--- src/rtl/fifo_write_arbiter_if.sv ---
// Requester-side valid/ready handshake and FIFO push pins for the write arbiter.
// The master modport is the arbiter; the slave modport is the requesters and FIFO.
interface fifo_write_arbiter_if #(
  parameter int NUM_REQ    = 4,
  parameter int DATA_WIDTH = 32
);
  localparam int ID_WIDTH = $clog2(NUM_REQ);

  logic [NUM_REQ-1:0]            req_valid;
  logic [NUM_REQ*DATA_WIDTH-1:0] req_data;
  logic [NUM_REQ-1:0]            req_ready;
  logic                          push;
  logic [DATA_WIDTH-1:0]         wr_data;
  logic                          fifo_full;
  logic                          grant_valid;
  logic [ID_WIDTH-1:0]           grant_id;

  modport master (
    input  req_valid, req_data, fifo_full,
    output req_ready, push, wr_data, grant_valid, grant_id
  );

  modport slave (
    output req_valid, req_data, fifo_full,
    input  req_ready, push, wr_data, grant_valid, grant_id
  );
endinterface

--- src/rtl/fifo_write_arbiter.sv ---
// Round-robin arbiter sharing one FIFO push port among NUM_REQ requesters,
// with each grant bounded to MAX_BURST accepted beats.
module fifo_write_arbiter #(
  parameter int NUM_REQ    = 4,
  parameter int DATA_WIDTH = 32,
  parameter int MAX_BURST  = 4
) (
  input  logic                  clk,
  input  logic                  reset_n,
  fifo_write_arbiter_if.master  bus
);
  localparam int ID_WIDTH  = $clog2(NUM_REQ);
  localparam int CNT_WIDTH = $clog2(MAX_BURST + 1);

  typedef enum logic {IDLE, BURST} state_t;

  state_t               state;
  logic [ID_WIDTH-1:0]  rr_ptr;
  logic [ID_WIDTH-1:0]  grant_id;
  logic [CNT_WIDTH-1:0] beat_cnt;

  logic                  found;
  logic [ID_WIDTH-1:0]   winner;
  logic [ID_WIDTH-1:0]   cand;
  logic                  owner_valid;
  logic [DATA_WIDTH-1:0] owner_data;
  logic [NUM_REQ-1:0]    ready;
  logic                  push_int;
  logic [ID_WIDTH-1:0]   next_ptr;
  logic                  last_beat;

  // Scan from rr_ptr upward, wrapping modulo NUM_REQ so indices past the
  // last requester are never produced for non-power-of-2 counts.
  // NOTE: every signal written here gets a default first, so no path leaves
  // it unassigned and no latch is inferred.
  always_comb begin
    found  = 1'b0;
    winner = '0;
    cand   = '0;
    for (int k = 0; k < NUM_REQ; k++) begin
      cand = ID_WIDTH'((int'(rr_ptr) + k) % NUM_REQ);
      if (!found && bus.req_valid[cand]) begin
        found  = 1'b1;
        winner = cand;
      end
    end
  end

  always_comb begin
    owner_valid = 1'b0;
    owner_data  = '0;
    ready       = '0;
    for (int i = 0; i < NUM_REQ; i++) begin
      if (grant_id == ID_WIDTH'(i)) begin
        owner_valid = bus.req_valid[i];
        owner_data  = bus.req_data[i*DATA_WIDTH +: DATA_WIDTH];
        ready[i]    = (state == BURST) && !bus.fifo_full;
      end
    end
  end

  assign push_int  = (state == BURST) && owner_valid && !bus.fifo_full;
  assign next_ptr  = (grant_id == ID_WIDTH'(NUM_REQ - 1)) ? '0 : grant_id + 1'b1;
  assign last_beat = (beat_cnt == CNT_WIDTH'(MAX_BURST - 1));

  // NOTE: state registers use non-blocking assignments so every flop samples
  // the pre-edge values regardless of statement order.
  always_ff @(posedge clk or negedge reset_n) begin
    if (!reset_n) begin
      state    <= IDLE;
      rr_ptr   <= '0;
      grant_id <= '0;
      beat_cnt <= '0;
    end else begin
      case (state)
        IDLE: begin
          if (found) begin
            state    <= BURST;
            grant_id <= winner;
            beat_cnt <= '0;
          end
        end
        BURST: begin
          if (!owner_valid || (push_int && last_beat)) begin
            state    <= IDLE;
            rr_ptr   <= next_ptr;
            beat_cnt <= '0;
          end else if (push_int) begin
            beat_cnt <= beat_cnt + 1'b1;
          end
        end
        default: state <= IDLE;
      endcase
    end
  end

  assign bus.req_ready   = ready;
  assign bus.push        = push_int;
  assign bus.wr_data     = owner_data;
  assign bus.grant_valid = (state == BURST);
  assign bus.grant_id    = grant_id;
endmodule

--- src/flat_wrapper.sv ---
// flat-port wrapper written by rule: the top's interface ports become plain ports
module fifo_write_arbiter_flat 
#(
  parameter int NUM_REQ    = 4,
  parameter int DATA_WIDTH = 32,
  parameter int MAX_BURST  = 4
)
  (clk, reset_n, bus_req_valid, bus_req_data, bus_fifo_full, bus_req_ready, bus_push, bus_wr_data, bus_grant_valid, bus_grant_id);
  fifo_write_arbiter_if #(.NUM_REQ(NUM_REQ), .DATA_WIDTH(DATA_WIDTH)) bus_i ();
  input  logic clk;
  input  logic reset_n;
  input wire logic [$bits(bus_i.req_valid)-1:0] bus_req_valid;
  input wire logic [$bits(bus_i.req_data)-1:0] bus_req_data;
  input wire logic [$bits(bus_i.fifo_full)-1:0] bus_fifo_full;
  output wire logic [$bits(bus_i.req_ready)-1:0] bus_req_ready;
  output wire logic [$bits(bus_i.push)-1:0] bus_push;
  output wire logic [$bits(bus_i.wr_data)-1:0] bus_wr_data;
  output wire logic [$bits(bus_i.grant_valid)-1:0] bus_grant_valid;
  output wire logic [$bits(bus_i.grant_id)-1:0] bus_grant_id;
  assign bus_i.req_valid = bus_req_valid;
  assign bus_i.req_data = bus_req_data;
  assign bus_i.fifo_full = bus_fifo_full;
  assign bus_req_ready = bus_i.req_ready;
  assign bus_push = bus_i.push;
  assign bus_wr_data = bus_i.wr_data;
  assign bus_grant_valid = bus_i.grant_valid;
  assign bus_grant_id = bus_i.grant_id;
  fifo_write_arbiter #(.NUM_REQ(NUM_REQ), .DATA_WIDTH(DATA_WIDTH), .MAX_BURST(MAX_BURST)) u_core (.clk(clk), .reset_n(reset_n), .bus(bus_i));
endmodule
--- config.mk ---
export PLATFORM = sky130hd
export DESIGN_NAME = fifo_write_arbiter_flat
export DESIGN_NICKNAME = d
export VERILOG_FILES = /design/src/rtl/fifo_write_arbiter_if.sv /design/src/rtl/fifo_write_arbiter.sv /design/src/flat_wrapper.sv
export SDC_FILE = /design/constraint.sdc
export NUM_CORES = 1
export LEC_CHECK = 0
export CELL_PAD_IN_SITES_DETAIL_PLACEMENT = 0
export CELL_PAD_IN_SITES_GLOBAL_PLACEMENT = 2
export CORE_ASPECT_RATIO = 1.25
export CORE_MARGIN = 3
export CORE_UTILIZATION = 13
export CTS_BUF_LIST = sky130_fd_sc_hd__clkbuf_16
export CTS_CLUSTER_SIZE = 40
export DETAILED_ROUTE_END_ITERATION = 8
export GPL_ROUTABILITY_DRIVEN = 0
export PLACE_DENSITY = 0.87
export SLEW_MARGIN = 20
export SYNTH_ARGS = -nofsm -noshare
export SYNTH_HDL_FRONTEND = slang
export SYNTH_SLANG_ARGS = --single-unit
--- constraint.sdc ---
create_clock -name clk -period 2.9 [get_ports clk]
set_input_delay 0.435 -clock clk [delete_from_list [all_inputs] [get_ports clk]]
set_output_delay 0.435 -clock clk [all_outputs]
set_load 0.05 [all_outputs]
## Yosys cells after proc, flatten, opt, wreduce, memory -nomap -nowiden

Index checks and enable logic that the tools add are counted.

| operators by class | value |
|---|---|
| add/sub/neg operators | 5 |
| order comparisons | 4 |
| eq/ne operators | 6 |
| muxes and demuxes | 36 |
| bitwise gates (word level) | 1 |
| reductions and logical operators | 17 |

Operator list:

| operator | count |
|---|---|
| two-way mux 32 bit | 4 |
| two-way mux 1 bit | 18 |
| less-than comparator 2 x 3 -> 1 bit (second input constant) | 4 |
| two-way mux 2 bit | 5 |
| two-way mux 3 bit | 3 |
| binary-select mux 1 bit (select 2 bit) | 4 |
| logical AND 1 bit | 7 |
| one-hot mux 3 bit (2 select lines) | 1 |
| AND reduction 2 bit | 3 |
| logical NOT 1 bit | 5 |
| adder 2 x 1 -> 2 bit (second input constant) | 2 |
| adder 2 bit (second input constant) | 2 |
| == test 2 bit (second input constant) | 2 |
| adder 3 x 1 -> 3 bit (second input constant) | 1 |
| == test 3 x 2 -> 1 bit (second input constant) | 1 |
| inequality test 3 bit (second input constant) | 1 |
| == test 2 x 1 -> 1 bit (second input constant) | 1 |
| logical NOT 2 bit | 1 |
| inequality test 2 x 1 -> 1 bit (second input constant) | 1 |
| one-hot mux 1 bit (2 select lines) | 1 |
| logical OR 1 bit | 1 |
| NOT 1 bit | 1 |

| word-level totals | value |
|---|---|
| register bits after elaboration | 8 |
| bits of input ports | 135 |

## Logic depth before layout (Yosys ltp)

| logic depth | value |
|---|---|
| depth in word-level cells | 14 |
| mapped depth | 7 |

## Worst setup path after synthesis

No wires, ideal clock.

| timing path | value |
|---|---|
| path kind | register -> output |
| start point | register u_core.grant_id[1] (netlist: u_core.bus.grant_id[1]) |
| end point | output port bus_wr_data[0] |
| data arrival time | 2,910 ps |
| slack | -445 ps |
| stages on the path, launching flop included | 8 |
| buffers on the path | 2 |
| path through | dfrtp_1 -> inv_1 -> ha_1 -> buf_6 -> nor2b_1 -> clkbuf_1 -> a221oi_1 -> o31ai_1 |

| on the way | value |
|---|---|
| word-level cells in the longest chain between the ends | 5 |
| elaborated cells on any way between the ends | 8 |

RTL lines:

| what | RTL line | text |
|---|---|---|
| start, declared | fifo_write_arbiter.sv:19 | `logic [ID_WIDTH-1:0] grant_id;` |
| start signal, assigned | fifo_write_arbiter.sv:79 | `grant_id <= winner;` |
| logical NOT 2 bit | fifo_write_arbiter.sv:54 | `if (grant_id == ID_WIDTH'(i)) begin` |
| two-way mux 32 bit (3 in series) | fifo_write_arbiter.sv:54 |  |
| two-way mux 32 bit (*) | fifo_write_arbiter.sv:54 |  |
| end, declared | flat_wrapper.sv:17 | `output wire logic [$bits(bus_i.wr_data)-1:0] bus_wr_data;` |

Mark *: on every way between the ends. The rest lies on a longest branch, timed or not.

## Worst setup path after layout

| timing path | value |
|---|---|
| start point | register u_core.grant_id[1] (netlist: u_core.bus.grant_id[1]) |
| end point | output port bus_wr_data[21] |

The elaborated chain is that of the path after synthesis.

==> results.cfg <==
[run_status]
outcome = complete, no violations

[power_and_ir_drop]
comb_power_share_pct = 91.3
p_leak_nw = 1.41
p_seq_share_pct = 4.3
vdd_ir_drop_max_mv = 0.629
power_mw = 5.22
pwr-share-clk_pct = 4.4
p_switching_mw = 3.07
intPower_mw = 2.15
p_per_area_nw_per_um2 = 1360
swShare_pct = 58.8

[synth]
async_flop_share_pct = 100
ys_ff_latch = 8
ys.flop_type = dfrtp_1
synth_cell_types = 28
ys_top_cells_by_count = nand2_1 (34), nor2b_1 (33), a221oi_1 (31), o31ai_1 (31), clkbuf_1 (21)
syn_nets = 353
yosys.area.top_type = a221oi_1
synth-seq-area-share_pct = 13.3
synthesis.area_um2 = 1500
synth-edff-count = 0
synth_area_leaders = a221oi_1 (18%), o31ai_1 (16%), nor2b_1 (14%)
synth_most_common_cell = nand2_1
synth.avg_cell_area_um2 = 7.08
synth.top_cell.area_share_pct = 18.1
yosysWarnings = 0
syn_inst = 212

[critical_path]
cp_max_fo = 31
cp_data_required_time_ns = 2.47
cp_slowest_stage_delay_ns = 0.43
critPathLaunchType = flop
crit_chain = inv_1 -> ha_1 -> nor2b_2 -> buf_4 -> a221oi_1 -> o31ai_4 -> buf_4
worstSetupPathType = flop to output pin
crit_path_end_kind = output pin
r2r-start = u_core.bus.grant_id[1]
cp_common_cell = buf_4
slowest_stage = dfrtp_1
rr_endpoint = u_core.rr_ptr[0]
arrival_ns = 2.25
regToRegSetupSlack_ns = 0.68
r2r_cells = 6

[placement]
io_buffers = 174
dp.cells = 504
dp_hpwl_um = 6240
place_area_um2 = 3780
preCtsSetupSlack_ns = 0.436

[sta]
worstMarginPinSlew_ns = 0.563
rsz0062_at_grt = no
fmaxAchievable_ghz = 0.372
drv_slew = 0
min_period_over_period_pct = 92.7
fin_ws_ns = 0.213
hold_violations = 0
relSlewSlack_pct = 62.4
finalCriticalPeriod_ns = 2.69
clock_skew_ns = 0.000859
setup_viol = 0

[global_routing]
grt_pass1_wl_um = 11900
grt_pass1_vias = 2319
grt.total_usage_pct = 11.3
overflow = 0
grt_max_degree = 63
grt_antenna_before_repair = 0

[route]
wirelength_um = 7960
dr.pass1.iters = 4
highest_layer = met4
wl_met3_um = 775
met2WireLength_um = 4130
drc = 0
ant_nets = 0
drt_iter0_drc = 61
wl_per_cell_um = 15.7
wl_met1_um = 3010
drt-vias-per-instance = 4.55
vias = 2307

[cells_and_area]
fin_cells = 507
antenna_cells = 0
final_area_um2 = 3850
layout-drive-gt1-share_pct = 21.2
finalNetCount = 515
area_delta_synth_final_pct = 157
final_util_pct = 34.4
nFillCells = 1136

[worst_hold_path]
min-delay-path-class = primary input to async pin

[die]
initial_core_util_pct = 13.4
die_h_um = 126
die_w_um = 102
io_pins = 175
core_region_area_um2 = 11200
die_area_um2 = 12900
placementRows = 43

[clock_tree]
post-cts-setup-buffers = 0
clk_pin_slew_ns = 0.04
cts_made_buffers = 3
h-tree-depth = 1
cts_buffer_depth = 2
cts_root_buffer = clkbuf_16
postCtsResizedCells = 0
cts_hold_buf = 0
clk_latency_ns = 0.23
cts_tree = done
clkSinkCount = 8

[job]
drv_cap = 0
-- final cells by class --
| type | count | area (µm²) | share of cell area, % |
|---|---|---|---|
| timing repair buffer | 179 | 1810 | 46.9 |
| tap | 135 | 169 | 4.38 |
| multi-input combinational | 174 | 1570 | 40.8 |
| sequential | 8 | 200 | 5.19 |
| clock buffer | 3 | 75.1 | 1.95 |
| inverter | 8 | 30.0 | 0.779 |
-- metal layers --
metal | vias to the layer above | track usage [%]
li1 | 1137 | -
met1 | 1055 | 12.7
met4 | 0 | 1.70
met3 | 4 | 2.49
met2 | 111 | 21.7
met5 | - | 0
-- how the worst max path moves through the flow --
stage | startpoint | slack, ns | to
after detailed placement | u_core.bus.grant_id[0] | 0.44 | bus_wr_data[21]
after floorplan | u_core.bus.grant_id[1] | -0.02 | bus_wr_data[0]
after global placement | bus_fifo_full | 0.48 | bus_req_ready[0]
after CTS | u_core.bus.grant_id[1] | 0.18 | bus_wr_data[21]
after global routing | u_core.bus.grant_id[1] | 0.002 | bus_wr_data[29]
final | u_core.bus.grant_id[1] | 0.21 | bus_wr_data[21]
-- critical path, delay by kind of cell, from the launching register on --
family,cells,cell delay (ns)
buffers and inverters,3,0.70
and+or+nand+nor,1,0.14
DFF,1,0.43
adders and majority gates,1,0.31
AOI/OAI and AO/OA,2,0.42
-- per-stage QoR --
step / hold WS (ns) / TNS (ns)
2_1_floorplan: 0.139 / -0.118
3_3_place_gp: 0.464 / 0
3_5_place_dp: 0.486 / 0
4_1_cts: 0.493 / 0
5_1_grt: 0.513 / 0
6_report: 0.490 / 0
-- sequential cells by signal, summed over array words and instances (netlist names) --
signal / count
u_core.bus.grant_id: 2
u_core.beat_cnt: 3
u_core.bus.grant_valid: 1
u_core.rr_ptr: 2
-- placed cells by master, fill, tap and decap left out, drive strengths merged, types with 2 or more instances in the layout --
cell type      instances
mux2                   2
o21ai                  4
clkdlybuf4s50        140
o22ai                  3
nor2                   4
ha                     6
nand3b                 2
dfrtp                  8
o31ai                 31
and2                   4
inv                    8
a21oi                  4
nand2b                 2
buf                   39
nor2b                 33
nand2                 34
a2bb2oi                2
a221oi                31
mux2i                  3
nor3b                  2
clkbuf                 3
-- kinds of logic after synthesis --
logic type	Yosys count	share of synthesized area (%)
AO/OA/AOI/OAI	79	40.9
multiplexers	5	3.50
adder cells (fa/ha/maj)	6	5.00
buffers and inverters	30	8.00
flip-flops	8	13.3
AND/OR/NAND/NOR	84	29.2
-- power by group through the flow --
stage          logic (mW)  clock network (mW)  registers (mW)
3_5_place_dp         4.81                   0           0.226
2_1_floorplan        3.28                   0           0.280
4_1_cts              4.83               0.231           0.225
5_1_grt              5.02               0.237           0.235
3_3_place_gp         4.78                   0           0.220
6_report             4.77               0.230           0.225
Power figures use the tool's default switching activity.
